### src/rtl/y86_pkg.sv
// Shared Y86-64 constants: instruction codes, status codes, register ids and
// the writeback register-dump state encoding.
package y86_pkg;

   localparam int unsigned ICODE_W = 4;
   localparam int unsigned STAT_W  = 3;
   localparam int unsigned REG_AW  = 4;

   localparam logic [ICODE_W-1:0] IHALT   = 4'h0;
   localparam logic [ICODE_W-1:0] INOP    = 4'h1;
   localparam logic [ICODE_W-1:0] IRRMOVQ = 4'h2;
   localparam logic [ICODE_W-1:0] IIRMOVQ = 4'h3;
   localparam logic [ICODE_W-1:0] IRMMOVQ = 4'h4;
   localparam logic [ICODE_W-1:0] IMRMOVQ = 4'h5;
   localparam logic [ICODE_W-1:0] IOPQ    = 4'h6;
   localparam logic [ICODE_W-1:0] IJXX    = 4'h7;
   localparam logic [ICODE_W-1:0] ICALL   = 4'h8;
   localparam logic [ICODE_W-1:0] IRET    = 4'h9;
   localparam logic [ICODE_W-1:0] IPUSHQ  = 4'hA;
   localparam logic [ICODE_W-1:0] IPOPQ   = 4'hB;

   localparam logic [STAT_W-1:0] SBUB = 3'd0;
   localparam logic [STAT_W-1:0] SAOK = 3'd1;
   localparam logic [STAT_W-1:0] SHLT = 3'd2;
   localparam logic [STAT_W-1:0] SADR = 3'd3;
   localparam logic [STAT_W-1:0] SINS = 3'd4;

   localparam logic [REG_AW-1:0] RNONE = 4'hF;

   typedef enum logic [1:0] {
      DS_IDLE = 2'd0,
      DS_DUMP = 2'd1,
      DS_DONE = 2'd2
   } dump_state_t;

   // Instructions whose valE lands in a register
   function automatic logic writes_val_e(input logic [ICODE_W-1:0] icode);
      case (icode)
         IRRMOVQ, IIRMOVQ, IOPQ, ICALL, IRET, IPUSHQ, IPOPQ: return 1'b1;
         IHALT, INOP, IRMMOVQ, IMRMOVQ, IJXX:                return 1'b0;
         default:                                           return 1'b0;
      endcase
   endfunction

   // Instructions whose valM lands in a register
   function automatic logic writes_val_m(input logic [ICODE_W-1:0] icode);
      return (icode == IMRMOVQ) || (icode == IPOPQ);
   endfunction

   // Undefined status codes behave as an invalid instruction
   function automatic logic [STAT_W-1:0] norm_stat(input logic [STAT_W-1:0] s);
      return (s > SINS) ? SINS : s;
   endfunction

endpackage

### src/rtl/wb_regfile_bypass.sv
// One decode read port: out-of-range addresses read zero, same-cycle writes
// are forwarded with valM taking priority over valE.
module wb_regfile_bypass
   import y86_pkg::*;
#(
   parameter int unsigned DATA_W = 64,
   parameter int unsigned NREG   = 15
) (
   input  logic [REG_AW-1:0] addr,
   input  logic              we_e,
   input  logic [REG_AW-1:0] dst_e,
   input  logic [DATA_W-1:0] val_e,
   input  logic              we_m,
   input  logic [REG_AW-1:0] dst_m,
   input  logic [DATA_W-1:0] val_m,
   input  logic [DATA_W-1:0] arr_data,
   output logic [DATA_W-1:0] data
);

   always_comb begin
      data = arr_data;
      if (32'(addr) >= NREG)
         data = '0;
      else if (we_m && (dst_m == addr))
         data = val_m;
      else if (we_e && (dst_e == addr))
         data = val_e;
   end

endmodule

### src/rtl/wb_regfile.sv
// Y86-64 writeback stage: commits valE/valM into the register array, latches
// the first exception, counts retired instructions and offers a register dump.
module wb_regfile
   import y86_pkg::*;
#(
   parameter int unsigned DATA_W = 64,
   parameter int unsigned NREG   = 15,
   parameter int unsigned CNT_W  = 32
) (
   input  logic                clock,
   input  logic                reset,
   input  logic [ICODE_W-1:0]  W_in_code,
   input  logic [STAT_W-1:0]   W_stat,
   input  logic [REG_AW-1:0]   W_dst_e,
   input  logic [REG_AW-1:0]   W_dst_m,
   input  logic [DATA_W-1:0]   W_val_e,
   input  logic [DATA_W-1:0]   W_val_m,
   input  logic [REG_AW-1:0]   rd_a_addr,
   input  logic [REG_AW-1:0]   rd_b_addr,
   output logic [DATA_W-1:0]   rd_a_data,
   output logic [DATA_W-1:0]   rd_b_data,
   output logic                halted,
   output logic [STAT_W-1:0]   halt_stat,
   output logic [CNT_W-1:0]    retired,
   input  logic                dump_req,
   output logic                dump_busy,
   output logic                dump_valid,
   output logic [REG_AW-1:0]   dump_idx,
   output logic [DATA_W-1:0]   dump_data
);

   localparam int unsigned IDX_W = (NREG > 1) ? $clog2(NREG) : 1;

   logic [DATA_W-1:0] regs [NREG];
   logic [STAT_W-1:0] stat_n;
   logic              commit;
   logic              fault;
   logic              we_e;
   logic              we_m;
   logic [DATA_W-1:0] arr_a;
   logic [DATA_W-1:0] arr_b;

   assign stat_n = norm_stat(W_stat);
   assign commit = (stat_n == SAOK) && !halted;
   assign fault  = !halted && ((stat_n == SHLT) || (stat_n == SADR) || (stat_n == SINS));
   assign we_e   = commit && writes_val_e(W_in_code) && (W_dst_e != RNONE)
                   && (32'(W_dst_e) < NREG);
   assign we_m   = commit && writes_val_m(W_in_code) && (W_dst_m != RNONE)
                   && (32'(W_dst_m) < NREG);

   // Register array; on a shared destination only valM is written
   always_ff @(posedge clock or posedge reset) begin
      if (reset) begin
         for (int unsigned i = 0; i < NREG; i++)
            regs[i] <= '0;
      end else begin
         if (we_e && !(we_m && (W_dst_m == W_dst_e)))
            regs[IDX_W'(W_dst_e)] <= W_val_e;
         if (we_m)
            regs[IDX_W'(W_dst_m)] <= W_val_m;
      end
   end

   // Sticky exception latch and retired-instruction counter
   always_ff @(posedge clock or posedge reset) begin
      if (reset) begin
         halted    <= 1'b0;
         halt_stat <= '0;
         retired   <= '0;
      end else begin
         if (fault) begin
            halted    <= 1'b1;
            halt_stat <= stat_n;
         end
         if (commit)
            retired <= retired + CNT_W'(1);
      end
   end

   assign arr_a = (32'(rd_a_addr) < NREG) ? regs[IDX_W'(rd_a_addr)] : '0;
   assign arr_b = (32'(rd_b_addr) < NREG) ? regs[IDX_W'(rd_b_addr)] : '0;

   wb_regfile_bypass #(.DATA_W(DATA_W), .NREG(NREG)) u_byp_a (
      .addr     (rd_a_addr),
      .we_e     (we_e),
      .dst_e    (W_dst_e),
      .val_e    (W_val_e),
      .we_m     (we_m),
      .dst_m    (W_dst_m),
      .val_m    (W_val_m),
      .arr_data (arr_a),
      .data     (rd_a_data)
   );

   wb_regfile_bypass #(.DATA_W(DATA_W), .NREG(NREG)) u_byp_b (
      .addr     (rd_b_addr),
      .we_e     (we_e),
      .dst_e    (W_dst_e),
      .val_e    (W_val_e),
      .we_m     (we_m),
      .dst_m    (W_dst_m),
      .val_m    (W_val_m),
      .arr_data (arr_b),
      .data     (rd_b_data)
   );

   dump_state_t       state_q;
   dump_state_t       state_d;
   logic [REG_AW-1:0] idx_q;
   logic [REG_AW-1:0] idx_d;
   logic              dump_valid_d;
   logic [REG_AW-1:0] dump_idx_d;
   logic [DATA_W-1:0] dump_data_d;

   always_ff @(posedge clock or posedge reset) begin
      if (reset) begin
         state_q <= DS_IDLE;
         idx_q   <= '0;
      end else begin
         state_q <= state_d;
         idx_q   <= idx_d;
      end
   end

   always_comb begin
      state_d = state_q;
      idx_d   = idx_q;
      case (state_q)
         DS_IDLE: begin
            if (dump_req) begin
               state_d = DS_DUMP;
               idx_d   = '0;
            end
         end
         DS_DUMP: begin
            if (idx_q == REG_AW'(NREG - 1))
               state_d = DS_DONE;
            else
               idx_d = idx_q + REG_AW'(1);
         end
         DS_DONE: state_d = DS_IDLE;
         default: state_d = DS_IDLE;
      endcase
   end

   // Dump outputs are registered from the upcoming state, so the data is the
   // array content before any write landing on the same edge.
   always_comb begin
      dump_valid_d = 1'b0;
      dump_idx_d   = '0;
      dump_data_d  = '0;
      if (state_d == DS_DUMP) begin
         dump_valid_d = 1'b1;
         dump_idx_d   = idx_d;
         dump_data_d  = regs[IDX_W'(idx_d)];
      end
   end

   always_ff @(posedge clock or posedge reset) begin
      if (reset) begin
         dump_busy  <= 1'b0;
         dump_valid <= 1'b0;
         dump_idx   <= '0;
         dump_data  <= '0;
      end else begin
         dump_busy  <= dump_valid_d;
         dump_valid <= dump_valid_d;
         dump_idx   <= dump_idx_d;
         dump_data  <= dump_data_d;
      end
   end

endmodule
### config.mk
export PLATFORM = sky130hd
export DESIGN_NAME = wb_regfile
export DESIGN_NICKNAME = d
export VERILOG_FILES = /design/src/rtl/y86_pkg.sv /design/src/rtl/wb_regfile_bypass.sv /design/src/rtl/wb_regfile.sv
export SDC_FILE = /design/constraint.sdc
export NUM_CORES = 2
export LEC_CHECK = 0
export CAP_MARGIN = 10
export CORE_ASPECT_RATIO = 0.8
export CORE_MARGIN = 2
export CORE_UTILIZATION = 50
export CTS_CLUSTER_SIZE = 10
export DETAILED_ROUTE_END_ITERATION = 8
export PLACE_DENSITY_LB_ADDON = 0.2
export SLEW_MARGIN = 20
export SYNTH_ARGS = -nofsm -noshare
export SYNTH_HDL_FRONTEND = slang
export SYNTH_SLANG_ARGS = --single-unit
### constraint.sdc
create_clock -name clock -period 62.6 [get_ports clock]
set_input_delay 12.52 -clock clock [delete_from_list [all_inputs] [get_ports clock]]
set_output_delay 12.52 -clock clock [all_outputs]
set_load 0.01 [all_outputs]
==> results.md <==
* 388 — io pins
* 387 — number of input and output port buffers inserted
* 800 ps — clock latency on the worst-skew pair
* 7.24 — detail-routed via count per cell
* 0 — Synth Warn #
* 150000 sq um — die outline area
* 0 — post-cts gate resize count
* dfrtp_1 — Most used DFF post-synth
* 50080 ps — Worst Path Required
* 50 ps — clock-pin slew on the worst setup and hold paths
* 1071 — clock sinks
* 174000 um — placed wire-length estimate after detailed placement
* 0 — total setup buffers inserted after CTS
* 26.2 nW/um^2 — PD cells
* output port — Critical Path Sink Type
* input port — startpoint type of the worst setup path
* 1290 ps — transition at the pin with the smallest max-transition slack
* 1071 — number of synthesized register bits
* 13.9% — max_slew headroom
* 0 — Congestion Overflow GR
* 0 — total setup violations reported at the end of the flow
* 47.2% — share of the clock period used by the worst path after layout
* 57610 ps — internal reg-to-reg setup slack
* 9426 — count of non-filler cells in the finished layout
* completed — outcome
* 7 — number of iterations in the first detailed-routing pass
* 0 — number of pins with negative max-slew slack in the final report
* 0 — Remaining DRCs
* 12 — number of cells traversed by the worst register-to-register path
* 22.2 ps — Clock Skew
* 28 — number of antenna violations at the first check in global routing
* 9.45 sq um — synthesized area per cell
* 130 — clock buffers created by TritonCTS
* clkbuf_16 — clk root buf
* in2out — critical path class
* 7606 — number of nets in the finished design
* 12.7% — ratio of cells with drive above 1 in the final layout
* 33.6 um — Routed WL per cell
* 73400 sq um — Post-Syn Area
* 0 ps — Fin Setup TNS
* 68285 — total vias in the final route
* 7919 — syn_nets
* 347 um — y dimension of the die
* false — RSZ-0062 raised after global routing
* 12634 — number of inserted filler cells in the final layout
* 145000 sq um — Std-Cell Core Area
* 36.5% — sequential cell area fraction in the yosys report
* 0.0543 mV — largest vdd supply drop
* 0.930 — routability congestion estimate from global placement
* 29520 ps — final critical delay including setup and external delays
* 41800 sq um — area of the multi-input gates
* 41.6% — All-Layer GR Usage
* 317000 um — DRT Wirelength
* 40 — biggest fanout along the worst timing path
* 35.3 nW — Lkg Pwr
* idx_q[0] — worst flop-to-flop path startpoint
* 125 — Placement Rows
* 0 — Post-CTS Hold Fix Bufs
* 4 — CTS H-Tree Depth
* 100% — async set-or-reset flop fraction in the synthesized netlist
* 9222 — number of placed instances, taps included
* 3 — maximum count of clock buffers along a single path
* 1 — worst hold path cell count
* retired[31] — hold path endpoint
* 50.4% — Initial Util
* retired[31] — hold_sp
* 26800 sq um — register area
* 7762 — Post-Synthesis Cells
* reg2reg — worst min-delay path category
* 0 — number of nets with antenna violations after detailed routing
* 17000 ps — arrival time of data at the critical path endpoint
* 33090 ps — dpl ws
* 0 — number of max-cap violations
* 0 — number of failing hold endpoints at the final stage
* dump_data[44] — destination of the worst register-to-register timing path
* 33.9 MHz — Max Fclk
* 0 — EDFF count, synth
* yes — TritonCTS clock tree
* 68 — distinct cell type count after synthesis
* 165 — largest net degree at the start of global routing
* 12185 — number of DRC markers after the initial detailed-route iteration
* 432 um — width of the die
* 9.11% — area growth from synthesis to layout
* 456000 um — wire length of the first global-routing pass
* 33080 ps — worst path setup slack after routing
* 64604 — via count of the first global-routing pass
* 0.00210 W — overall power consumption
==> report_power, final <==
part           internal (W)  total, W  switching [W]  leakage (nW)
Sequential         0.000700  0.000707     0.00000762          14.9
Combinational      0.000113  0.000684       0.000572          18.6
Clock              0.000398  0.000708       0.000311          1.80
Total               0.00121   0.00210       0.000890          35.3
==> Yosys cell counts, types with 3 or more instances <==
cell type	instances	area share, %
xnor2_1	33	0.39
a211oi_2	3	0.051
buf_4	13	0.13
xor2_1	18	0.21
a31oi_1	514	4.4
and4_1	10	0.12
mux2i_1	675	9.2
clkbuf_1	490	2.5
nor2b_1	9	0.077
ha_1	3	0.051
nor3_1	4	0.027
a221o_1	62	0.85
a21oi_1	668	4.6
and3_1	4	0.034
mux4_2	580	18
nand3_1	84	0.57
nor3b_1	3	0.031
or3_1	65	0.55
buf_1	180	0.92
dfrtp_1	1071	37
buf_6	50	0.77
inv_1	75	0.38
nand2b_1	3	0.026
nand4_4	4	0.12
o22ai_1	66	0.56
buf_2	210	1.4
buf_12	29	0.79
clkbuf_2	5	0.034
nand4_1	11	0.094
nand2_1	1217	6.2
a22oi_1	248	2.5
and2_1	5	0.043
o21ai_0	194	1.3
a211oi_1	64	0.65
nand4_2	6	0.10
nor2_1	1044	5.3
==> per-stage QoR <==
step / hold slack [ps] / utilization (%) / cell area (sq um)
after global routing: 504 / 55.0 / 80000
after global placement: 464 / 52.5 / 76300
after detailed placement: 464 / 52.5 / 76300
after floorplan: 504 / - / 73400
final: 471 / 55.0 / 80000
after CTS: 475 / 55.0 / 80000
==> final cells by class <==
cell class | instances | area share (%)
inverters | 77 | 0.380
well taps | 1905 | 2.98
flip-flops and latches | 1071 | 33.5
multi-input cells | 5637 | 52.2
clock buffers | 172 | 4.51
clock inverters | 9 | 0.0797
diodes | 23 | 0.0719
repair buffers | 532 | 6.28
==> state kept, by name (all words and copies together) (netlist names) <==
name        cells
dump_data      64
dump_idx        4
dump_valid      1
halt_stat       3
halted          1
idx_q           4
regs          960
retired        32
state_q         2
==> cell families (layout without fill, tap and decap cells) <==
family / count (synthesis) / after routing / share of synthesized area (%)
AOI/OAI and AO/OA: 1837 / 1837 / 15.2
xor gates and xnor gates: 51 / 51 / 0.609
adders and majority gates: 3 / 3 / 0.0512
buffers and inverters: 1054 / 790 / 6.98
DFF: 1071 / 1071 / 36.5
muxes: 1257 / 1257 / 27.0
other: 0 / 23 / 0
and+or+nand+nor: 2489 / 2489 / 13.6
==> worst max-delay path: stages <==
cell             delay, ps
clkdlybuf4s50_1        490
nor4b_4                320
buf_4                  300
o2111a_1               220
buf_4                  380
and4_4                 840
buf_4                  880
mux2i_1                180
a21oi_1                200
clkdlybuf4s50_1        560
==> worst max path at each step <==
stage | start | endpoint | slack [ps] | depth (start not counted)
after floorplan | reset | dump_data[0] | 19930 | 1
after global placement | W_stat[1] | rd_b_data[18] | 33160 | 10
after detailed placement | W_stat[2] | rd_b_data[59] | 33090 | 10
after CTS | W_stat[1] | rd_b_data[59] | 33080 | 10
after global routing | W_stat[1] | rd_b_data[28] | 32880 | 10
final | W_stat[1] | rd_b_data[8] | 33080 | 10
==> metal layers <==
metal	global-route usage, %	share of wire (%)
met4	25.4	7.3
met3	14.9	15
met5	0.193	0.026
met1	54.1	35
met2	59.1	42
==> placed cells by master (no fill, tap or decap), types with 66 or more instances in the layout <==
cell type and n:
dfrtp_1 1071, buf_4 142, a22oi_1 248, nand2_1 1202
o21ai_0 194, nor2_1 1043, clkbuf_16 137, mux2i_1 675
a21oi_1 668, o22ai_1 66, clkdlybuf4s50_1 379, mux4_2 580
a31oi_1 514, inv_1 74, nand3_1 81
(Power assumes the default switching activity.)
